### config.mk
export PLATFORM = sky130hd
export DESIGN_NAME = silu_backward
export DESIGN_NICKNAME = d
export VERILOG_FILES = /design/src/rtl/silu_backward.sv
export SDC_FILE = /design/constraint.sdc
export NUM_CORES = 2
export LEC_CHECK = 0
export ABC_CLOCK_PERIOD_IN_PS = 16900
export BUFFER_PORTS_ARGS = -buffer_cell sky130_fd_sc_hd__buf_2
export CORE_ASPECT_RATIO = 0.5
export CORE_MARGIN = 2
export CORE_UTILIZATION = 55
export DETAILED_ROUTE_END_ITERATION = 10
export PLACE_DENSITY = 0.72
export SLEW_MARGIN = 20
export SYNTH_ARGS = -nofsm -noshare
export SYNTH_HDL_FRONTEND = slang
export SYNTH_SLANG_ARGS = --single-unit
### constraint.sdc
create_clock -name clk -period 16.9 [get_ports clk]
set_clock_uncertainty 0.2 [all_clocks]
set_input_delay 1.69 -clock clk [delete_from_list [all_inputs] [get_ports clk]]
set_output_delay 1.69 -clock clk [all_outputs]
set_load 0.02 [all_outputs]
### src/rtl/silu_backward.sv
// Backward SiLU: dx = g * (s + x*s') using the piecewise-quadratic sigmoid model.
// Four registered stages that advance together whenever the output is free or being taken.
module silu_backward #(
    parameter int IL = 4,
    parameter int FL = 16
) (
    input  logic             clk,
    input  logic             reset,
    input  logic             in_valid,
    output logic             in_ready,
    input  logic [IL+FL-1:0] x,
    input  logic [IL+FL-1:0] g,
    output logic             out_valid,
    input  logic             out_ready,
    output logic [IL+FL-1:0] dx
);
    localparam int W  = IL + FL;
    localparam int WI = W + 2;
    localparam int WP = 2 * WI;

    localparam logic signed [WI-1:0] ZERO_C = {WI{1'b0}};
    localparam logic signed [WI-1:0] ONE_C  = {{(WI-FL-1){1'b0}}, 1'b1, {FL{1'b0}}};
    localparam logic signed [WI-1:0] FOUR_C = {{(WI-FL-3){1'b0}}, 3'b100, {FL{1'b0}}};
    localparam logic signed [WP-1:0] MAX_C  = {{(WP-W+1){1'b0}}, {(W-1){1'b1}}};
    localparam logic signed [WP-1:0] MIN_C  = {{(WP-W+1){1'b1}}, {(W-1){1'b0}}};

    function automatic logic [W-1:0] sat_w(input logic signed [WP-1:0] v);
        logic [W-1:0] r;
        if (v > MAX_C) begin
            r = MAX_C[W-1:0];
        end else if (v < MIN_C) begin
            r = MIN_C[W-1:0];
        end else begin
            r = v[W-1:0];
        end
        return r;
    endfunction

    logic                 en_s;
    logic signed [WI-1:0] x_ext_s, a_s, t_raw_s, t_s;
    logic signed [WI-1:0] t2_s, sp_s, s_s, xs_s, d_s;
    logic signed [WP-1:0] gd_s;
    logic [W-1:0]         dx_s;

    logic                 v1_r, v2_r, v3_r, out_valid_r;
    logic signed [WI-1:0] x1_r, t1_r, x2_r, t2_r, sp2_r, s3_r, xs3_r;
    logic signed [W-1:0]  g1_r, g2_r, g3_r;
    logic                 neg1_r, neg2_r;
    logic [W-1:0]         dx_r;

    assign en_s      = !out_valid_r || out_ready;
    assign in_ready  = en_s;
    assign out_valid = out_valid_r;
    assign dx        = dx_r;

    // Stage-1 math: |x| and the clamped linear ramp t.
    always_comb begin
        x_ext_s = WI'($signed(x));
        if (x[W-1]) begin
            a_s = -x_ext_s;
        end else begin
            a_s = x_ext_s;
        end
        t_raw_s = ONE_C - (a_s >>> 2);
        // Most-negative x widens to +8.0 here, so it lands in the clamp like any |x| >= 4.
        if (t_raw_s[WI-1] || (a_s >= FOUR_C)) begin
            t_s = ZERO_C;
        end else begin
            t_s = t_raw_s;
        end
    end

    // Stages 2-4 math: t squared, slope, sigmoid, derivative and saturated product.
    always_comb begin
        t2_s = WI'((WP'(t1_r) * WP'(t1_r)) >>> FL);
        sp_s = t1_r >>> 2;
        if (neg2_r) begin
            s_s = t2_r >>> 1;
        end else begin
            s_s = ONE_C - (t2_r >>> 1);
        end
        xs_s = WI'((WP'(x2_r) * WP'(sp2_r)) >>> FL);
        d_s  = s3_r + xs3_r;
        gd_s = (WP'(g3_r) * WP'(d_s)) >>> FL;
        dx_s = sat_w(gd_s);
    end

    // Pipeline registers: everything shifts on en_s and freezes otherwise.
    always_ff @(posedge clk or negedge reset) begin
        if (!reset) begin
            v1_r        <= 1'b0;
            v2_r        <= 1'b0;
            v3_r        <= 1'b0;
            out_valid_r <= 1'b0;
            x1_r        <= ZERO_C;
            t1_r        <= ZERO_C;
            g1_r        <= {W{1'b0}};
            neg1_r      <= 1'b0;
            x2_r        <= ZERO_C;
            t2_r        <= ZERO_C;
            sp2_r       <= ZERO_C;
            g2_r        <= {W{1'b0}};
            neg2_r      <= 1'b0;
            s3_r        <= ZERO_C;
            xs3_r       <= ZERO_C;
            g3_r        <= {W{1'b0}};
            dx_r        <= {W{1'b0}};
        end else if (en_s) begin
            v1_r        <= in_valid;
            x1_r        <= x_ext_s;
            t1_r        <= t_s;
            g1_r        <= $signed(g);
            neg1_r      <= x[W-1];
            v2_r        <= v1_r;
            x2_r        <= x1_r;
            t2_r        <= t2_s;
            sp2_r       <= sp_s;
            g2_r        <= g1_r;
            neg2_r      <= neg1_r;
            v3_r        <= v2_r;
            s3_r        <= s_s;
            xs3_r       <= xs_s;
            g3_r        <= g2_r;
            out_valid_r <= v3_r;
            dx_r        <= dx_s;
        end
    end

endmodule

==> flow_summary.json <==
{
  "status": "finished, final reports clean",
  "crit_arrival_ps": 11000,
  "drc": 0,
  "ff2ff_path_depth": 40,
  "synthCells": 5850,
  "hpwl_mm": 106,
  "clk_latency_ps": 590,
  "area_delta_synth_final_pct": 4.39,
  "die_width_um": 447,
  "synth_edf_count": 0,
  "crit_required_ps": 17110,
  "reg2reg_from": "s3_r[0]",
  "period_minus_slack_ps": 10780,
  "grt_pass1_wl_mm": 220,
  "cts_buffer_depth": 3,
  "synth_area_um2": 54000,
  "finalSetupTns_ps": 0,
  "antenna_found_initial": 4,
  "ys.flop_type": "dfrtp_1",
  "holdCritPathClass": "flop to flop",
  "r2r-end": "dx[0]",
  "tritoncts": "yes",
  "netlist_top_cells_area": "fa_1, dfrtp_1, inv_1",
  "finalMaxSlewViolations": 0,
  "grt_pass1_vias": 41900,
  "rsz0062_at_grt": "no",
  "tightest_slew_ps": 1220,
  "min-delay-start": "v3_r",
  "cts_resized": 0,
  "setup_viol": 0,
  "wl_per_cell_um": 18.7,
  "synth_nets": 7506,
  "crit_fanout": 20,
  "htree_num_levels": 1,
  "max_freq_ghz": 0.0927,
  "cts_buffers": 27,
  "yosysWarningCount": 0,
  "end_kind": "flop",
  "ys_seq_area_frac": 0.106,
  "setup.worst_path.class": "flop to flop",
  "cts.root.buffer_cell": "clkbuf_16",
  "start_kind": "flop",
  "grt_usage": 0.276,
  "final_cell_mix": "inv_1, fa_1, nand2_1, and2_1, ha_1",
  "final_common_cell": "inv_1",
  "dieArea_um2": 101000,
  "ys_ff_latch": 229,
  "finalHoldViolCount": 0,
  "initialDrtViolationCount": 2602,
  "port_buffers": 65,
  "crit_family": "adder cells",
  "crit_path_frequent_cell": "fa_1",
  "fp.dieH_um": 226,
  "cts_post_setup_buffers_inserted": 0,
  "finalWorstSetupSlack_ps": 6120,
  "wirelength_mm": 132,
  "yosysTopAreaCell": "fa_1",
  "hold_buffers": 0,
  "min_path_cells": 2,
  "synth_top_cell_area_share": 0.464,
  "drv_cap": 0,
  "r2r_setup_slack_ps": 6120,
  "place_congestion": 0.912,
  "avgSynthCellArea_um2": 9.23,
  "critPathBufInv": 8,
  "start_util": 0.554,
  "max-slew-margin-rel": 0.187,
  "crit_slowest_cell": "a21o_1",
  "io_pins": 66,
  "firstDrtPassIters": 6,
  "synthArstFlopShare": 1.00,
  "drive_above_1_share": 0.0402,
  "vias_per_cell": 5.35,
  "antenna_left": 0,
  "grt_max_degree": 96,
  "min_to": "v3_r",
  "cpPeakStageDelay_ps": 600,
  "vias": 37900,
  "core_area_um2": 97500,
  "period_share": 0.638,
  "detailedPlace.worstSlack_ps": 6280,
  "grt_overflow": 0,
  "rows": 81,
  "cts.sinks": 229,
  "ys_types": 84,
  "cts.clk_slew.worst_paths_ps": 70,
  "finalNetCount": 7399
}
## kinds of logic after synthesis
logic type                 Yosys count  share of synthesized area
buffers and inverters             1639                      0.115
muxes                                7                    0.00139
adders and majority gates         1612                      0.547
AOI/OAI and AO/OA                  394                     0.0471
xor gates and xnor gates           174                     0.0282
and+or+nand+nor                   1795                      0.155
DFF                                229                      0.106
## worst max path at each step
stage,from,endpoint,slack [ps],cells past startpoint
floorplan,s3_r[8],dx[11],7150,37
global placement,s3_r[1],dx[5],6500,36
detailed placement,s3_r[1],dx[0],6280,36
CTS,s3_r[0],dx[0],6120,40
global route,xs3_r[0],dx[0],5480,38
finish,s3_r[0],dx[0],6120,40
## synth_stat cells, types with 27 or more instances
| cell type | count |
|---|---|
| inv_1 | 1372 |
| fa_1 | 1251 |
| nand2_1 | 987 |
| and2_1 | 436 |
| ha_1 | 361 |
| clkbuf_1 | 250 |
| dfrtp_1 | 229 |
| nor2_1 | 169 |
| a21oi_1 | 129 |
| xnor2_1 | 116 |
| o21ai_0 | 79 |
| xor2_1 | 58 |
| nand2b_1 | 46 |
| a21o_1 | 37 |
| nor2b_1 | 27 |
## tightest hold or removal path, cell delays in order, from the launching register on
cell and delay [ps]:
dfrtp_1 340, nand2_1 50, nand2_1 50
## sequential cells by signal, indices dropped and copies added (netlist names), 21 cells and up
register / count
xs3_r: 22
s3_r: 22
t1_r: 21
t2_r: 21
## per-stage QoR
| step | hold WS, ps | area (um2) | utilization | std cells |
|---|---|---|---|---|
| 2_1_floorplan | 230 | 54000 | - | 5850 |
| 3_3_place_gp | 240 | 55400 | 0.569 | 7042 |
| 3_5_place_dp | 252 | 55400 | 0.569 | 7042 |
| 4_1_cts | 267 | 56400 | 0.578 | 7092 |
| 5_1_grt | 282 | 56400 | 0.578 | 7092 |
| 6_report | 265 | 56400 | 0.578 | 7094 |
## layer usage
metal / routed length, um / share of wire / global-route usage / vias up
met4: 3950 / 0.030 / 0.0753 / 2
met3: 10600 / 0.080 / 0.0456 / 245
met1: 55000 / 0.42 / 0.375 / 19600
li1: - / - / - / 16800
met5: 11 / 0.000083 / 0 / -
met2: 62900 / 0.48 / 0.461 / 1300
## final cells by class
| class | count | area, um2 |
|---|---|---|
| antenna | 2 | 5.00 |
| clock buffer | 38 | 767 |
| tap | 1328 | 1660 |
| sequential | 229 | 5730 |
| multi-input combinational | 3982 | 42100 |
| timing repair buffer | 127 | 801 |
| inverter | 1376 | 5170 |
| fill | 8513 | 41100 |
| clock inverter | 12 | 168 |
Power is left out: the tool's default activity adds up to more than one toggle a clock period on the data nets, which glitch-free logic cannot reach.
